--- config.mk ---
export PLATFORM = sky130hd
export DESIGN_NAME = move_controller
export DESIGN_NICKNAME = d
export VERILOG_FILES = /design/src/rtl/move_controller.sv
export SDC_FILE = /design/constraint.sdc
export NUM_CORES = 1
export LEC_CHECK = 0
export CORE_MARGIN = 4
export CORE_UTILIZATION = 30
export CTS_BUF_LIST = sky130_fd_sc_hd__clkbuf_2 sky130_fd_sc_hd__clkbuf_4 sky130_fd_sc_hd__clkbuf_8
export DETAILED_ROUTE_END_ITERATION = 7
export PLACE_DENSITY = 0.6
export SYNTH_ARGS = -nofsm -noshare
export SYNTH_HDL_FRONTEND = slang
export SYNTH_SLANG_ARGS = --single-unit
--- constraint.sdc ---
create_clock -name clk -period 4.8 [get_ports clk]
set_clock_uncertainty 0.05 [all_clocks]
set_input_delay 0.72 -clock clk [delete_from_list [all_inputs] [get_ports clk]]
set_output_delay 0.72 -clock clk [all_outputs]
set_load 0.02 [all_outputs]
--- src/rtl/move_controller.sv ---
// Move controller for a 5x5 board game. It accepts a move, checks range and
// occupancy, commits legal moves, and pulses move_ack or move_err.
module move_controller #(
    parameter logic [1:0] FIRST_PLAYER = 2'd1
) (
    input  logic       clk,
    input  logic       reset,
    input  logic       new_game,
    input  logic       move_valid,
    output logic       move_ready,
    input  logic [2:0] move_row,
    input  logic [2:0] move_col,
    output logic [1:0] board1,
    output logic [1:0] board2,
    output logic [1:0] board3,
    output logic [1:0] board4,
    output logic [1:0] board5,
    output logic [1:0] board6,
    output logic [1:0] board7,
    output logic [1:0] board8,
    output logic [1:0] board9,
    output logic [1:0] board10,
    output logic [1:0] board11,
    output logic [1:0] board12,
    output logic [1:0] board13,
    output logic [1:0] board14,
    output logic [1:0] board15,
    output logic [1:0] board16,
    output logic [1:0] board17,
    output logic [1:0] board18,
    output logic [1:0] board19,
    output logic [1:0] board20,
    output logic [1:0] board21,
    output logic [1:0] board22,
    output logic [1:0] board23,
    output logic [1:0] board24,
    output logic [1:0] board25,
    output logic [1:0] cur_player,
    output logic       move_ack,
    output logic       move_err,
    output logic [1:0] err_code,
    output logic [4:0] move_count,
    input  logic       game_over,
    output logic       locked
);

    typedef enum logic [1:0] {IDLE, CHECK, RESP, LOCKED} state_t;

    state_t     state_q;
    logic [2:0] row_q;
    logic [2:0] col_q;
    logic [1:0] cells_q [25];
    logic [1:0] player_q;
    logic [4:0] count_q;
    logic       ack_q;
    logic       err_q;
    logic [1:0] code_q;

    logic [4:0] idx_d;
    logic       range_err_d;
    logic       occupied_d;

    // For out-of-range coordinates idx_d may alias a real cell; range_err_d wins.
    always_comb begin
        range_err_d = (row_q > 3'd4) || (col_q > 3'd4);
        idx_d       = 5'(row_q) * 5'd5 + 5'(col_q);
        occupied_d  = 1'b0;
        for (int unsigned i = 0; i < 25; i++) begin
            if (idx_d == 5'(i) && cells_q[i] != 2'd0) occupied_d = 1'b1;
        end
    end

    always_ff @(posedge clk) begin
        ack_q  <= 1'b0;
        err_q  <= 1'b0;
        code_q <= 2'b00;
        if (reset || new_game) begin
            state_q  <= IDLE;
            row_q    <= '0;
            col_q    <= '0;
            player_q <= FIRST_PLAYER;
            count_q  <= '0;
            for (int unsigned i = 0; i < 25; i++) cells_q[i] <= 2'd0;
        end else begin
            case (state_q)
                IDLE: begin
                    if (game_over) begin
                        state_q <= LOCKED;
                    end else if (move_valid) begin
                        row_q   <= move_row;
                        col_q   <= move_col;
                        state_q <= CHECK;
                    end
                end
                CHECK: begin
                    state_q <= RESP;
                    if (range_err_d) begin
                        err_q  <= 1'b1;
                        code_q <= 2'b01;
                    end else if (occupied_d) begin
                        err_q  <= 1'b1;
                        code_q <= 2'b10;
                    end else begin
                        ack_q    <= 1'b1;
                        player_q <= player_q ^ 2'b11;
                        count_q  <= count_q + 5'd1;
                        for (int unsigned i = 0; i < 25; i++) begin
                            if (idx_d == 5'(i)) cells_q[i] <= player_q;
                        end
                    end
                end
                RESP: begin
                    if (count_q == 5'd25 || game_over) state_q <= LOCKED;
                    else                               state_q <= IDLE;
                end
                default: state_q <= LOCKED;
            endcase
        end
    end

    assign move_ready = (state_q == IDLE);
    assign locked     = (state_q == LOCKED);
    assign cur_player = player_q;
    assign move_count = count_q;
    assign move_ack   = ack_q;
    assign move_err   = err_q;
    assign err_code   = code_q;

    assign board1  = cells_q[0];
    assign board2  = cells_q[1];
    assign board3  = cells_q[2];
    assign board4  = cells_q[3];
    assign board5  = cells_q[4];
    assign board6  = cells_q[5];
    assign board7  = cells_q[6];
    assign board8  = cells_q[7];
    assign board9  = cells_q[8];
    assign board10 = cells_q[9];
    assign board11 = cells_q[10];
    assign board12 = cells_q[11];
    assign board13 = cells_q[12];
    assign board14 = cells_q[13];
    assign board15 = cells_q[14];
    assign board16 = cells_q[15];
    assign board17 = cells_q[16];
    assign board18 = cells_q[17];
    assign board19 = cells_q[18];
    assign board20 = cells_q[19];
    assign board21 = cells_q[20];
    assign board22 = cells_q[21];
    assign board23 = cells_q[22];
    assign board24 = cells_q[23];
    assign board25 = cells_q[24];

endmodule

==> impl_metrics.yaml <==
synth:
  synthArstFlopShare: 0
  yosysWarnings: 0
  synth_cell_types: 53
  synth_cells: 322
  synth-edff-count: 50
  avgSynthCellArea_sq_um: 10.6
  ys_seq_area_frac: 0.550
  synth_ff_type: "edfxtp_1"
  synth_area_sq_um: 3420
  synth_nets: 344
  yosys_register_bits: 69
timing:
  period_share: 0.866
  min_period_ps: 4150
  setup_viol: 0
  slew_headroom: 0.379
  setup_tns_ps: 0
  rsz0062_at_grt: "no"
  hold_violations: 0
  drv_slew: 0
  clock.fmax_ghz: 0.241
  tightest_slew_ps: 929
clock_tree:
  clk_pin_slew_ps: 80
  post_cts_resized: 0
  clock_latency_ps: 350
  hold_buffers: 0
  cts-buffers-inserted: 9
  cts_setup_buffers: 0
  cts_num_sinks: 69
  cts-root-buf: "clkbuf_8"
  cts_tree: "done"
  htreeDepth: 3
  clock_path_buffers: 2
drt:
  drt-initial-drc-count: 174
  drt_wl_total_mm: 9.08
  via_per_inst: 5.24
  antenna_left: 0
  dr_wl_met3_microns: 674
  dr_total_vias: 2800
  post-route-drc-count: 0
  wl_per_cell_microns: 17.0
  highest_layer: "met4"
  dr_wl_met2_mm: 4.18
  wl_met1_mm: 4.06
  firstDrtPassIters: 5
cells_and_area:
  final_common_cell: "clkdlybuf4s50_1"
  final_cell_mix: "73 x clkdlybuf4s50_1, 61 x nor2_1, 50 x edfxtp_1"
  drive_above_1_share: 0.0761
  area_delta_synth_final_pct: 31.3
  fin_nets: 411
  antenna_cells: 0
  final_util: 0.409
  n_fill_cell: 1054
grt:
  grt_usage: 0.143
  grt_pass1_vias: 2837
  grt-ovfl-total: 0
  antenna_found_initial: 0
  grt_pass1_wl_mm: 14.7
  grt_max_degree: 30
pwr:
  finalPower_w: 0.00144
  ir_worst_vdd_mv: 0.150
  powerDensity_nw_per_um2: 320
  p_leak_nw: 1.57
floorplan:
  top_level_ports: 74
  die_h_microns: 115
  initial_utilization: 0.312
  fp-row-count: 38
  fp.dieW_microns: 115
  dieArea_sq_um: 13200
  core-area_sq_um: 11000
setup_path:
  critPathKind: "reg -> reg"
  crit_arrival_ps: 4100
  crit_fanout: 29
  required_ps: 4740
  cp-end-kind: "flip-flop"
  cp-start-kind: "flip-flop"
status:
  outcome: "complete, no violations"
hold_path:
  min_path_type: "reg -> reg"
place:
  io_buffer_count: 73
  gp_congestion: 0.814
  place_hpwl_mm: 6.79
run:
  maxCapViolations: 0
## state kept, by name (all words and copies together) (netlist names)
register,cells
col_q,3
move_ack,1
cur_player,2
err_code,2
state_q,2
move_count,5
cells_q,50
row_q,3
move_err,1
## cell families after synthesis
| group | share of synthesized area |
|---|---|
| xor gates and xnor gates | 0.00767 |
| muxes | 0.0387 |
| AOI/OAI and AO/OA | 0.119 |
| DFF | 0.550 |
| buffers and inverters | 0.0453 |
| adders and majority gates | 0.0424 |
| and+or+nand+nor | 0.198 |
## Yosys cell counts (all sizes together), types with 4 or more instances
cell type / instances / share of area
nand4: 4 / 0.0073
dfxtp: 19 / 0.11
ha: 10 / 0.037
mux2i: 11 / 0.032
clkbuf: 9 / 0.0099
o31ai: 9 / 0.020
nor4: 15 / 0.027
o41ai: 5 / 0.013
inv: 8 / 0.0088
o2111ai: 4 / 0.010
nor2: 61 / 0.067
or3: 7 / 0.013
edfxtp: 50 / 0.44
buf: 14 / 0.027
o21ai: 19 / 0.029
nand3: 10 / 0.015
nand2: 17 / 0.019
## per-stage QoR
| stage | instance area [sq um] | instances | hold WS, ps | setup slack [ps] |
|---|---|---|---|---|
| after floorplan | 3420 | 322 | 432 | 1250 |
| after global placement | 4250 | 518 | 433 | 775 |
| after detailed placement | 4250 | 518 | 444 | 671 |
| after CTS | 4500 | 534 | 455 | 625 |
| after global routing | 4500 | 534 | 499 | 358 |
| final | 4500 | 534 | 447 | 645 |
## power breakdown
part	leakage (nW)	internal, W	switching, W	total, W
Clock	0.116	0.000348	0.000236	0.000584
Combinational	0.746	0.0000722	0.000103	0.000176
Sequential	0.709	0.000662	0.0000167	0.000678
## critical path, cell delays in order, from the launching register on
cell and delay (ps):
dfxtp_1 390, ha_1 250, ha_1 300, inv_1 60, fa_1 460, xor2_1 750
a2111oi_0 150, and4b_1 310, and4_1 320, o21ai_2 80, buf_4 230, o41ai_1 430
## worst paths after layout
check                           slack (ps)                      endpoint  depth (start not counted)                        from
worst max-delay path                   650  cells_q[0][29]$_SDFFCE_PN0P_                         11       row_q[2]$_SDFFE_PP0P_
worst min-delay path                   450    move_count[4]$_SDFFE_PP0P_                          2  move_count[4]$_SDFFE_PP0P_
worst max register to register         650  cells_q[0][29]$_SDFFCE_PN0P_                         11       row_q[2]$_SDFFE_PP0P_
worst min register to register         450    move_count[4]$_SDFFE_PP0P_                          2  move_count[4]$_SDFFE_PP0P_
## metal layers
| layer | up-vias | GRT usage |
|---|---|---|
| met4 | 0 | 0.0563 |
| met1 | 1325 | 0.190 |
| met2 | 115 | 0.227 |
| li1 | 1347 | - |
| met5 | - | 0 |
| met3 | 13 | 0.0326 |
## area by class of cell
type | instances | area [sq um] | share of cell area
sequential | 69 | 1880 | 0.418
multi-input combinational | 222 | 1390 | 0.309
timing repair buffer | 79 | 776 | 0.173
tap | 140 | 175 | 0.0390
clock buffer | 9 | 124 | 0.0275
clock inverter | 7 | 123 | 0.0273
inverter | 8 | 30.0 | 0.00668
(Power assumes the default switching activity.)
